File: src/rtl/glitch_filter_n.sv
`default_nettype none
// ============================================================================
// Module      : glitch_filter_n
// Description : Multi-channel input conditioner. Each of WIDTH asynchronous
//               inputs is synchronised through SYNC_STAGES flops, then only
//               accepted as a new level after FILTER_CYCLES consecutive
//               differing samples. Shorter pulses are rejected and counted.
// Ports       : clk        - rising-edge clock
//               rst_n      - asynchronous active-low reset
//               in_raw     - raw asynchronous inputs, one bit per channel
//               enable     - 1 = filtering active, 0 = outputs frozen
//               clr_cnt    - synchronous clear of glitch_cnt (wins over +)
//               out_filt   - filtered, registered level per channel
//               rise       - one-cycle strobe, out_filt bit went 0->1
//               fall       - one-cycle strobe, out_filt bit went 1->0
//               glitch_cnt - saturating count of rejected pulses
// Revision    : 1.0 - initial release
// ============================================================================
module glitch_filter_n #(
   parameter int WIDTH         = 2,
   parameter int FILTER_CYCLES = 4,
   parameter int SYNC_STAGES   = 2,
   parameter bit RESET_VAL     = 1'b0
) (
   input  logic             clk,
   input  logic             rst_n,
   input  logic [WIDTH-1:0] in_raw,
   input  logic             enable,
   input  logic             clr_cnt,
   output logic [WIDTH-1:0] out_filt,
   output logic [WIDTH-1:0] rise,
   output logic [WIDTH-1:0] fall,
   output logic [7:0]       glitch_cnt
);

   localparam int               c_CNT_W    = $clog2(FILTER_CYCLES + 1);
   localparam logic [c_CNT_W-1:0] c_CNT_LAST = c_CNT_W'(FILTER_CYCLES - 1);
   localparam logic [31:0]      c_GLITCH_MAX = 32'd255;

   // ------------------------------------------------------------------------
   // Synchroniser: stage 0 samples in_raw, the last stage feeds the filter.
   // ------------------------------------------------------------------------
   logic [SYNC_STAGES-1:0][WIDTH-1:0] r_sync;
   logic [WIDTH-1:0]                  w_s;

   always_ff @(posedge clk or negedge rst_n) begin
      if (!rst_n) begin
         r_sync <= {SYNC_STAGES{{WIDTH{RESET_VAL}}}};
      end else begin
         r_sync <= {r_sync[SYNC_STAGES-2:0], in_raw};
      end
   end

   assign w_s = r_sync[SYNC_STAGES-1];

   // ------------------------------------------------------------------------
   // Per-channel qualification counter, filtered level and edge strobes.
   // ------------------------------------------------------------------------
   logic [WIDTH-1:0] w_reject;

   for (genvar i = 0; i < WIDTH; i++) begin : g_chan
      logic [c_CNT_W-1:0] r_cnt;
      logic               r_out;
      logic               r_rise;
      logic               r_fall;

      always_ff @(posedge clk or negedge rst_n) begin
         if (!rst_n) begin
            r_cnt  <= '0;
            r_out  <= RESET_VAL;
            r_rise <= 1'b0;
            r_fall <= 1'b0;
         end else if (!enable) begin
            // Frozen: any partial qualification is discarded so that a full
            // FILTER_CYCLES run is needed after re-enable.
            r_cnt  <= '0;
            r_rise <= 1'b0;
            r_fall <= 1'b0;
         end else if (w_s[i] != r_out) begin
            if (r_cnt == c_CNT_LAST) begin
               r_out  <= w_s[i];
               r_cnt  <= '0;
               r_rise <= w_s[i];
               r_fall <= ~w_s[i];
            end else begin
               r_cnt  <= r_cnt + c_CNT_W'(1);
               r_rise <= 1'b0;
               r_fall <= 1'b0;
            end
         end else begin
            // Sample returned to the current level: any count in progress
            // was a glitch (flagged via w_reject) and is abandoned.
            r_cnt  <= '0;
            r_rise <= 1'b0;
            r_fall <= 1'b0;
         end
      end

      assign w_reject[i] = enable && (w_s[i] == r_out) && (r_cnt != '0);
      assign out_filt[i] = r_out;
      assign rise[i]     = r_rise;
      assign fall[i]     = r_fall;
   end

   // ------------------------------------------------------------------------
   // Glitch counter: several channels may reject on the same edge, so the
   // increment is a population count, then saturated at 255.
   // ------------------------------------------------------------------------
   logic [7:0]  r_glitch;
   logic [31:0] w_nrej;
   logic [31:0] w_total;

   always_comb begin
      w_nrej = '0;
      for (int k = 0; k < WIDTH; k++) begin
         w_nrej = w_nrej + 32'(w_reject[k]);
      end
      w_total = 32'(r_glitch) + w_nrej;
   end

   always_ff @(posedge clk or negedge rst_n) begin
      if (!rst_n) begin
         r_glitch <= 8'd0;
      end else if (clr_cnt) begin
         r_glitch <= 8'd0;
      end else if (w_total > c_GLITCH_MAX) begin
         r_glitch <= 8'd255;
      end else begin
         r_glitch <= w_total[7:0];
      end
   end

   assign glitch_cnt = r_glitch;

endmodule
`default_nettype wire

File: config.mk
export PLATFORM = sky130hd
export DESIGN_NAME = glitch_filter_n
export DESIGN_NICKNAME = d
export VERILOG_FILES = /design/src/rtl/glitch_filter_n.sv
export SDC_FILE = /design/constraint.sdc
export NUM_CORES = 1
export LEC_CHECK = 0
export BUFFER_PORTS_ARGS = -buffer_cell sky130_fd_sc_hd__buf_2
export CAP_MARGIN = 30
export CORE_ASPECT_RATIO = 0.8
export CORE_MARGIN = 10
export CORE_UTILIZATION = 50
export CTS_CLUSTER_SIZE = 20
export DETAILED_ROUTE_END_ITERATION = 7
export PLACE_DENSITY = 0.74
export SLEW_MARGIN = 40
export SYNTH_ARGS = -nofsm -noshare
export SYNTH_HDL_FRONTEND = slang
export SYNTH_SLANG_ARGS = --single-unit
export TNS_END_PERCENT = 1
File: constraint.sdc
create_clock -name clk -period 3.1 [get_ports clk]
set_clock_uncertainty 0.15 [all_clocks]
set_input_delay 0.465 -clock clk [delete_from_list [all_inputs] [get_ports clk]]
set_output_delay 0.465 -clock clk [all_outputs]
set_load 0.01 [all_outputs]
==> metrics.cfg <==
[critical_path]
ff2ff_path_depth=9
start_kind=flop
critPathMaxFanout=5
cp.required_ns=3.20
r2r-end=glitch_cnt[0]$_DFF_PN0_
cp.arrival_ns=2.44
worst-setup-path-type=flop to flop
reg2reg_from=g_chan[0].r_out$_DFFE_PN0P_
crit_path_end_kind=flop
r2r_setup_slack_ns=0.76

[route]
vias=701
drc=0
ant_nets=0
drt-initial-drc-count=16
via_per_inst=5.08
wirelength_um=1750
wire_per_inst_um=12.7
firstDrtPassIters=4

[worst_hold_path]
hold_depth=1
whs_endpoint=r_sync[0]$_DFF_PN0_
hp-start=in_raw[0]
min_path_type=input pin to flop

[timing]
setup_viol=0
maxSlewHeadroom_pct=66.5
fin_crit_ns=2.34
fmax_mhz=427
hold_viol=0
worstMarginPinSlew_ns=0.503
finalCritPeriodShare_pct=75.5
grt_setup_unrepaired=no
tns_ns=0
slew_violations=0

[finish]
nets=126
areaGrowthSynthToFinish_pct=12.8
drive_gt1_share_pct=23.9
stdcell_area_um2=1230
diodes=0

[logic_synthesis]
yosysMostFrequentCell=dfrtp_1
syn_inst=96
synth-edff-count=0
ys_types=29
yosys_warnings=0
ys_top_cells_by_count=24 x dfrtp_1, 10 x inv_1, 7 x a21oi_1
netlist_area_um2=1090
ys_top_cells_by_area=dfrtp_1 55%, ha_1 5.7%, buf_4 4.1%
yosysSeqAreaShare_pct=54.9
ys.flop_type=dfrtp_1
postSynthAreaPerCell_um2=11.4
async_reset_ff_share_pct=100
synth_seq_cells=24
yosysTopAreaCellShare_pct=54.9
synth_nets=108
synth_top_area_cell=dfrtp_1

[clock_tree]
cts_tree=yes
clock-sinks=24
clock_path_buffers=2
post-cts-setup-buffers=0
clk_latency_ns=0.31
cts_root_buffer=clkbuf_4
clkTransAtPathRegs_ns=0.13
htreeDepth=1
cts_buffers=3

[grt]
grt_pass1_vias=702
grtUsageTotal_pct=8.48
grt_pass1_wl_um=3020
antenna_found_initial=0
gr-total-overflow=0
grt_max_degree=25

[power_and_ir_drop]
power_w=0.000647
vdd_drop_max_uv=358
cellPowerDensity_nw_per_um2=524
leakage_nw=0.621

[placement]
gp_congestion=0.792
placed_area_um2=1170
dp_hpwl_um=1370
port_buffers=19

[floorplan]
fp.dieW_um=72.3
coreArea_um2=2120
initial_core_util_pct=51.6
dieArea_um2=4470
pin_count=20
num_rows=15
die_h_um=61.9

[status]
status=completed

[job]
drv_cap=0

==> kinds of logic after synthesis <==
logic type | count (synthesis) | share of synthesized area (%)
AO/OA/AOI/OAI | 12 | 6.17
multiplexers | 2 | 2.06
buffers and inverters | 17 | 7.89
flip-flops | 24 | 54.9
XOR/XNOR | 4 | 3.20
AND/OR/NAND/NOR | 31 | 18.3
adder cells (fa/ha/maj) | 6 | 7.54
==> worst max-delay path, stage by stage (launching register included) <==
cell	delay, ns
dfrtp_1	0.44
xor2_1	0.21
a21oi_1	0.13
nand2_1	0.08
fa_1	0.41
inv_1	0.08
ha_1	0.20
and4_4	0.27
nand4_4	0.13
a21oi_1	0.17
==> power breakdown <==
group,internal (W),switching (W),leakage [nW]
Clock,0.000131,0.0000906,0.0279
Sequential,0.000332,0.0000154,0.323
Combinational,0.0000346,0.0000444,0.271
Total,0.000497,0.000150,0.621
==> how the worst max path moves through the flow <==
stage,endpoint,depth (start not counted),slack (ns),startpoint
3_5_place_dp,glitch_cnt[0]$_DFF_PN0_,10,0.80,g_chan[0].r_cnt[0]$_DFF_PN0_
2_1_floorplan,glitch_cnt[6]$_DFF_PN0_,10,0.93,g_chan[0].r_cnt[0]$_DFF_PN0_
4_1_cts,glitch_cnt[5]$_DFF_PN0_,9,0.77,g_chan[0].r_out$_DFFE_PN0P_
6_report,glitch_cnt[0]$_DFF_PN0_,9,0.76,g_chan[0].r_out$_DFFE_PN0P_
3_3_place_gp,glitch_cnt[0]$_DFF_PN0_,9,0.83,g_chan[0].r_out$_DFFE_PN0P_
5_1_grt,glitch_cnt[1]$_DFF_PN0_,10,0.57,g_chan[0].r_cnt[0]$_DFF_PN0_
==> cells in the final DEF, fill, tap and decap left out, types with 2 or more instances in the layout <==
| master | n |
|---|---|
| buf_2 | 19 |
| mux2_2 | 2 |
| dfrtp_1 | 24 |
| nor2_1 | 2 |
| a31oi_1 | 2 |
| ha_1 | 5 |
| a21oi_1 | 7 |
| nor3_1 | 4 |
| nand3_1 | 3 |
| inv_1 | 10 |
| nor3b_1 | 5 |
| nand2_1 | 6 |
| nand3b_1 | 2 |
| xor2_1 | 3 |
| clkbuf_4 | 3 |
==> registers in the layout (all words and copies together), names as in the netlist <==
signal and count:
g_chan.r_out 2, r_sync 2, w_s 2, g_chan.r_fall 2
glitch_cnt 8, g_chan.r_cnt 6, g_chan.r_rise 2
==> routing by layer <==
metal	vias to the layer above	wire, um	track usage, %
met5	-	0	0
met4	0	11	3.03
met3	3	114	4.13
met2	15	798	13.2
met1	330	827	10.0
li1	353	-	-
==> cell type report <==
type,instances,area (um^2)
sequential,24,601
timing repair buffer,20,105
clock inverter,1,30.0
inverter,10,37.5
fill,171,886
clock buffer,3,22.5
tap,25,31.3
multi-input combinational,55,408
==> metrics by stage <==
step           setup slack [ns]  cells  util [%]  hold WS, ns
5_1_grt                   0.567    138      58.2       0.0822
3_5_place_dp              0.801    133      55.3        0.185
4_1_cts                   0.768    138      58.2       0.0831
6_report                  0.760    138      58.2       0.0935
2_1_floorplan             0.933     96         -       0.0194
3_3_place_gp              0.826    133      55.3        0.183
==> repair_timing <==
item,4_1_cts,5_1_grt
hold endpoints to repair,24,0
hold buffers,1,0
resized for setup,0,0
Note: power is estimated with default switching activity, not from simulation.
